### src/rtl/bcd_disp_pkg.sv
// Shared constants and the nibble-to-segment decode for the BCD display scanner.
// Segment patterns are {g,f,e,d,c,b,a}, active-low (common-anode display).
package bcd_disp_pkg;

    localparam int BCD_DIGITS = 8;

    localparam logic [6:0] SEG_0     = 7'h40;
    localparam logic [6:0] SEG_1     = 7'h79;
    localparam logic [6:0] SEG_2     = 7'h24;
    localparam logic [6:0] SEG_3     = 7'h30;
    localparam logic [6:0] SEG_4     = 7'h19;
    localparam logic [6:0] SEG_5     = 7'h12;
    localparam logic [6:0] SEG_6     = 7'h02;
    localparam logic [6:0] SEG_7     = 7'h78;
    localparam logic [6:0] SEG_8     = 7'h00;
    localparam logic [6:0] SEG_9     = 7'h10;
    localparam logic [6:0] SEG_E     = 7'h06;
    localparam logic [6:0] SEG_BLANK = 7'h7F;

    // Non-BCD nibbles (A-F) render as "E" so a corrupt sum is visible.
    function automatic logic [6:0] bcd_to_seg(input logic [3:0] nibble);
        logic [6:0] seg;
        case (nibble)
            4'd0:    seg = SEG_0;
            4'd1:    seg = SEG_1;
            4'd2:    seg = SEG_2;
            4'd3:    seg = SEG_3;
            4'd4:    seg = SEG_4;
            4'd5:    seg = SEG_5;
            4'd6:    seg = SEG_6;
            4'd7:    seg = SEG_7;
            4'd8:    seg = SEG_8;
            4'd9:    seg = SEG_9;
            default: seg = SEG_E;
        endcase
        return seg;
    endfunction

endpackage

### src/rtl/bcd_seg_decoder.sv
// Combinational decode of one BCD nibble into an active-low segment pattern.
module bcd_seg_decoder (
    input  logic [3:0] nibble,
    output logic [6:0] seg
);
    import bcd_disp_pkg::*;

    // Pure table lookup; the scanner registers the result.
    always_comb begin
        seg = bcd_to_seg(nibble);
    end

endmodule

### src/rtl/bcd_display_scanner.sv
// Captures the BCD adder result into a shadow register, commits it to the
// display register only at frame boundaries (no torn frames), and scans an
// 8-digit common-anode seven-segment display with a guard cycle per slot,
// optional leading-zero blanking and an overflow decimal point on digit 7.
module bcd_display_scanner #(
    parameter int DIGITS   = 8,
    parameter int PRESCALE = 1000,
    parameter int BLANK_LZ = 1
) (
    input  logic        CLK,
    input  logic        nRST,
    input  logic [31:0] S,
    input  logic        Cout,
    input  logic        LOAD,
    output logic [7:0]  AN,
    output logic [6:0]  SEG,
    output logic        DP,
    output logic        OVF
);
    import bcd_disp_pkg::*;

    localparam int PW = $clog2(PRESCALE);
    localparam int DW = $clog2(DIGITS);
    localparam int SW = 4 * BCD_DIGITS + 1;

    logic [PW-1:0] p_r;
    logic [DW-1:0] d_r;
    logic [SW-1:0] shadow_r;
    logic [SW-1:0] display_r;
    logic          pending_r;

    logic          p_last_s;
    logic          d_last_s;
    logic          boundary_s;
    logic          commit_s;
    logic [PW-1:0] p_nxt_s;
    logic [DW-1:0] d_nxt_s;
    logic [7:0]    blank_s;
    logic [3:0]    nibble_s;
    logic [6:0]    seg_s;

    // Next scan position; outputs are registered against it so they line up
    // with the counters in the same cycle.
    always_comb begin
        p_last_s   = (p_r == PW'(PRESCALE - 1));
        d_last_s   = (d_r == DW'(DIGITS - 1));
        boundary_s = p_last_s && d_last_s;
        commit_s   = boundary_s && pending_r;
        if (p_last_s) begin
            p_nxt_s = {PW{1'b0}};
            if (d_last_s) begin
                d_nxt_s = {DW{1'b0}};
            end else begin
                d_nxt_s = d_r + DW'(1);
            end
        end else begin
            p_nxt_s = p_r + PW'(1);
            d_nxt_s = d_r;
        end
    end

    // Leading-zero mask: digit k blanks when it and every higher nibble is
    // exactly 0; digit 0 always shows so a zero sum still reads "0".
    always_comb begin
        logic zero_above;
        zero_above = 1'b1;
        blank_s    = 8'h00;
        for (int k = 7; k >= 0; k--) begin
            zero_above = zero_above && (display_r[4*k +: 4] == 4'h0);
            blank_s[k] = (BLANK_LZ != 0) && (k != 0) && zero_above;
        end
    end

    // Nibble for the slot being entered.
    always_comb begin
        nibble_s = display_r[{d_nxt_s, 2'b00} +: 4];
    end

    bcd_seg_decoder u_dec (
        .nibble (nibble_s),
        .seg    (seg_s)
    );

    // Prescale and digit counters.
    always_ff @(posedge CLK or negedge nRST) begin
        if (!nRST) begin
            p_r <= {PW{1'b0}};
            d_r <= {DW{1'b0}};
        end else begin
            p_r <= p_nxt_s;
            d_r <= d_nxt_s;
        end
    end

    // Capture into the shadow and commit to the display at frame boundaries;
    // a LOAD on the boundary cycle re-arms pending after the old value commits.
    always_ff @(posedge CLK or negedge nRST) begin
        if (!nRST) begin
            shadow_r  <= {SW{1'b0}};
            display_r <= {SW{1'b0}};
            pending_r <= 1'b0;
        end else begin
            if (commit_s) begin
                display_r <= shadow_r;
            end
            if (LOAD) begin
                shadow_r  <= {Cout, S};
                pending_r <= 1'b1;
            end else if (commit_s) begin
                pending_r <= 1'b0;
            end
        end
    end

    // Registered display drive: first cycle of each slot is a dark guard
    // cycle to avoid ghosting while anode and segments change together.
    always_ff @(posedge CLK or negedge nRST) begin
        if (!nRST) begin
            AN  <= 8'hFF;
            SEG <= SEG_BLANK;
            DP  <= 1'b1;
            OVF <= 1'b0;
        end else begin
            if (p_nxt_s == {PW{1'b0}}) begin
                AN  <= 8'hFF;
                SEG <= SEG_BLANK;
                DP  <= 1'b1;
            end else begin
                AN  <= blank_s[d_nxt_s] ? 8'hFF : ~(8'h01 << d_nxt_s);
                SEG <= seg_s;
                DP  <= ~((d_nxt_s == DW'(DIGITS - 1)) && display_r[SW-1]);
            end
            OVF <= commit_s ? shadow_r[SW-1] : display_r[SW-1];
        end
    end

endmodule
### config.mk
export PLATFORM = sky130hd
export DESIGN_NAME = bcd_display_scanner
export DESIGN_NICKNAME = d
export VERILOG_FILES = /design/src/rtl/bcd_disp_pkg.sv /design/src/rtl/bcd_seg_decoder.sv /design/src/rtl/bcd_display_scanner.sv
export SDC_FILE = /design/constraint.sdc
export NUM_CORES = 1
export LEC_CHECK = 0
export CAP_MARGIN = 10
export CORE_MARGIN = 2
export CORE_UTILIZATION = 30
export DETAILED_ROUTE_END_ITERATION = 6
export PLACE_DENSITY = 0.58
export SETUP_SLACK_MARGIN = 0.15
export SLEW_MARGIN = 0
export SYNTH_ARGS = -nofsm -noshare
export SYNTH_HDL_FRONTEND = slang
export SYNTH_SLANG_ARGS = --single-unit
### constraint.sdc
create_clock -name CLK -period 3.4 [get_ports CLK]
set_input_delay 1.02 -clock CLK [delete_from_list [all_inputs] [get_ports CLK]]
set_output_delay 1.02 -clock CLK [all_outputs]
set_load 0.05 [all_outputs]
==> metrics.txt <==
# TYPE chip_impl_metric gauge
chip_impl_info{name="critical_path.startpoint_type",value="register"} 1
chip_impl_info{name="ws_path_type",value="register to register"} 1
chip_impl_metric{name="power_per_cell_area",unit="nW/um^2"} 417
chip_impl_metric{name="ir_drop",unit="V"} 0.000196
chip_impl_metric{name="wl_per_cell",unit="microns"} 15.7
chip_impl_metric{name="final_nets",unit=""} 458
chip_impl_metric{name="max_cap_violations",unit=""} 0
chip_impl_metric{name="p_sw_share",unit="%"} 21.6
chip_impl_metric{name="worst-path-buf-inv",unit=""} 1
chip_impl_metric{name="dr_total_vias",unit=""} 3002
chip_impl_metric{name="avgViaCountPerCell",unit=""} 4.98
chip_impl_metric{name="finClkSkew",unit="ns"} 0.00834
chip_impl_metric{name="coreArea",unit="sq um"} 14600
chip_impl_metric{name="dpl.cell_count",unit=""} 586
chip_impl_metric{name="floorplan.initialDensity",unit="%"} 30.7
chip_impl_info{name="endpoint_kind",value="register"} 1
chip_impl_info{name="outcome",value="finished, final reports clean"} 1
chip_impl_metric{name="synth-edff-count",unit=""} 0
chip_impl_info{name="cts_tree",value="built"} 1
chip_impl_metric{name="first_global_vias",unit=""} 3098
chip_impl_info{name="netlist.top_cell.by_area",value="dfrtp_1"} 1
chip_impl_metric{name="worst-endpoint-required",unit="ns"} 3.68
chip_impl_metric{name="placementRows",unit=""} 44
chip_impl_metric{name="drc",unit=""} 0
chip_impl_metric{name="worst_slack_after_detailed_placement",unit="ns"} 0.287
chip_impl_metric{name="tightest_slew",unit="ns"} 0.587
chip_impl_metric{name="finalCritPeriodShare",unit="%"} 89.8
chip_impl_info{name="ctsRootBufferMaster",value="clkbuf_16"} 1
chip_impl_metric{name="drt_first_iter_violations",unit=""} 172
chip_impl_metric{name="postRouteAntennaNets",unit=""} 0
chip_impl_metric{name="post_route_cells_drive_above_1_share",unit="%"} 30.1
chip_impl_metric{name="tightest_hold_margin",unit="ns"} 0.483
chip_impl_metric{name="setup-tns-final",unit="ns"} 0
chip_impl_metric{name="multi_input_comb_area",unit="sq um"} 1900
chip_impl_metric{name="clk-insertion-delay-late",unit="ns"} 0.35
chip_impl_metric{name="post_layout_nonfiller_instances",unit=""} 603
chip_impl_metric{name="synthCells",unit=""} 358
chip_impl_metric{name="synth_seq_area_share",unit="%"} 54.6
chip_impl_metric{name="clock_tree.htree_level_count",unit=""} 3
chip_impl_metric{name="synth_cell_types",unit=""} 58
chip_impl_metric{name="yosys.area.top_type_share",unit="%"} 45.2
chip_impl_info{name="layout.cells.most_common",value="dfrtp_1"} 1
chip_impl_metric{name="ys.warnings.count",unit=""} 0
chip_impl_metric{name="grt_max_degree",unit=""} 54
chip_impl_metric{name="ctsLongestPathBuffers",unit=""} 2
chip_impl_info{name="critical_path.most_common_cell",value="ha_1"} 1
chip_impl_info{name="unrepaired_setup_endpoints_after_global_routing",value="no"} 1
chip_impl_metric{name="die_height",unit="microns"} 126
chip_impl_info{name="layout_common_cells",value="dfrtp_1 (81), mux2_2 (66), clkdlybuf4s50_1 (51), nand2_1 (22), dfstp_2 (16)"} 1
chip_impl_metric{name="fillCellCount",unit=""} 1414
chip_impl_metric{name="yosys_register_bits",unit=""} 97
chip_impl_metric{name="postSynth.asyncResetShare",unit="%"} 100
chip_impl_info{name="hp-class",value="register to register"} 1
chip_impl_metric{name="ff_latch_area",unit="sq um"} 2450
chip_impl_metric{name="place.gp.congestion",unit=""} 0.993
chip_impl_metric{name="portBuffers",unit=""} 52
chip_impl_metric{name="power_switching",unit="W"} 0.000499
chip_impl_metric{name="syn-cell-area",unit="sq um"} 4480
chip_impl_metric{name="avgSynthCellArea",unit="sq um"} 12.5
chip_impl_metric{name="dp_hpwl",unit="microns"} 7000
chip_impl_metric{name="grt_antenna_before_repair",unit=""} 0
chip_impl_metric{name="setup_slack",unit="ns"} 0.347
chip_impl_metric{name="timing.slew.headroom",unit="%"} 60.9
chip_impl_metric{name="clock.fmax",unit="MHz"} 328
chip_impl_metric{name="timing.final.crit_period",unit="ns"} 3.05
chip_impl_metric{name="die_w",unit="microns"} 126
chip_impl_metric{name="flow.area_growth_from_synthesis",unit="%"} 23.6
chip_impl_metric{name="internal-power",unit="W"} 0.00181
chip_impl_info{name="timing.critical_path.max_delay_family",value="compound AO/OA/AOI/OAI gates"} 1
chip_impl_metric{name="power.share.sequential",unit="%"} 52.7
chip_impl_metric{name="slew_viol_final",unit=""} 0
chip_impl_metric{name="leakagePower",unit="nW"} 2.40
chip_impl_info{name="critical_path.cell_chain",value="ha_1 -> ha_1 -> o41ai_4 -> nand2_2 -> mux4_2 -> a22oi_4 -> inv_1 -> ha_1 -> o31a_1 -> o21ai_1"} 1
chip_impl_info{name="synth_top_flop_cell",value="dfrtp_1"} 1
chip_impl_metric{name="setup_viols_final",unit=""} 0
chip_impl_metric{name="cts.sink_count",unit=""} 97
chip_impl_metric{name="numCtsBuffers",unit=""} 9
chip_impl_metric{name="path_max_fanout",unit=""} 11
chip_impl_info{name="synthTopCellsByArea",value="dfrtp_1 (45%), mux2_2 (17%), dfstp_2 (9.4%)"} 1
chip_impl_metric{name="p_comb_share",unit="%"} 5.0
chip_impl_metric{name="synth.net_count",unit=""} 402
chip_impl_metric{name="drt_first_pass_iters",unit=""} 4
chip_impl_metric{name="n_antenna_cell",unit=""} 0
chip_impl_metric{name="postCtsHoldBufs",unit=""} 0
chip_impl_metric{name="global_route_wire_length_before_repair",unit="microns"} 16000
chip_impl_metric{name="number_of_i_o_pins",unit=""} 53
chip_impl_metric{name="final_hold_viol_count",unit=""} 0
chip_impl_metric{name="clock_power_share",unit="%"} 42.3
chip_impl_info{name="cp_slowest_cell",value="mux4_2"} 1
chip_impl_metric{name="global_route.usage.total",unit="%"} 12.7
chip_impl_metric{name="worst_path_largest_cell_delay",unit="ns"} 0.49
chip_impl_metric{name="die_area",unit="sq um"} 15900
chip_impl_metric{name="clk_transition_reported_paths",unit="ns"} 0.07
chip_impl_metric{name="detail_route.wirelength",unit="microns"} 9470
chip_impl_metric{name="timing.critical_path.arrival",unit="ns"} 3.33
chip_impl_metric{name="globalRoute.totalOverflow",unit=""} 0
## power by group through the flow
stage               Combinational, W  Sequential [W]  Clock, W
detailed placement          0.000120         0.00124         0
floorplan                  0.0000478         0.00123         0
CTS                         0.000120         0.00122   0.00101
global placement            0.000118         0.00124         0
finish                      0.000117         0.00122  0.000976
global route                0.000129         0.00122   0.00107
## sequential cells by signal, summed over array words and instances (netlist names)
name and count:
shadow_r 33, p_r 10, d_r 3, SEG 7
DP 1, OVF 1, pending_r 1, AN 8
display_r 33
## per-stage QoR
stage / area (sq um) / power, W / util [%]
after floorplan: 4480 / 0.00128 / -
after global placement: 5230 / 0.00135 / 35.8
after detailed placement: 5230 / 0.00136 / 35.8
after CTS: 5520 / 0.00235 / 37.8
after global routing: 5540 / 0.00242 / 38.0
final: 5540 / 0.00231 / 38.0
## synthesized netlist by cell type, types with 7 or more instances
library cell	n
a31oi_1	8
inv_1	14
nand2_1	22
clkbuf_1	10
a21oi_1	9
ha_1	8
dfstp_2	16
nor2_1	12
dfrtp_1	81
mux2_2	66
o21ai_1	8
o21ai_0	7
nand3_1	7
## kinds of logic after synthesis
| group | after synthesis | synth area share, % |
|---|---|---|
| DFF | 97 | 54.6 |
| buffers and inverters | 35 | 3.35 |
| xor gates and xnor gates | 7 | 1.37 |
| adders and majority gates | 8 | 2.23 |
| muxes | 72 | 18.5 |
| AOI/OAI and AO/OA | 64 | 10.8 |
| and+or+nand+nor | 75 | 9.13 |
## path summary, 6_finish.rpt
kind | from | end | slack, ns | cells past startpoint
setup / recovery | d_r[1] | SEG[4] | 0.35 | 10
hold / removal | pending_r | pending_r | 0.48 | 1
setup reg to reg | d_r[1] | SEG[4] | 0.35 | 10
hold reg to reg | pending_r | pending_r | 0.48 | 1
max in group asynchronous | nRST | SEG[6] | 1.99 | 2
min in group asynchronous | nRST | shadow_r[29] | 0.66 | 1
## timing repair
item | 4_1_cts | 5_1_grt
endpoints found under the setup margin | 0 | 2
setup buffers | 0 | 1
hold endpoints to repair | 0 | 0
resized for setup | 0 | 2
## layer usage
metal	global-route usage (%)	wire length, microns	vias to the layer above
met5	0	0	-
met4	4.52	109	0
met3	3.78	486	9
met2	19.8	4480	80
met1	16.9	4400	1495
li1	-	-	1418
## worst reg2reg max path, stage by stage (launching register included)
cell     delay [ns]
dfrtp_1        0.40
ha_1           0.19
ha_1           0.32
o41ai_4        0.44
nand2_2        0.16
mux4_2         0.49
a22oi_4        0.29
inv_1          0.10
ha_1           0.22
o31a_1         0.30
o21ai_1        0.08
## cell type report
| cell class | count | area share, % |
|---|---|---|
| clock buffer | 12 | 4.63 |
| multi-input combinational | 226 | 34.2 |
| inverter | 17 | 1.15 |
| clock inverter | 4 | 0.565 |
| sequential | 97 | 44.2 |
| timing repair buffer | 63 | 11.1 |
| tap | 184 | 4.16 |
No activity file was read; power rests on OpenSTA's default activity.
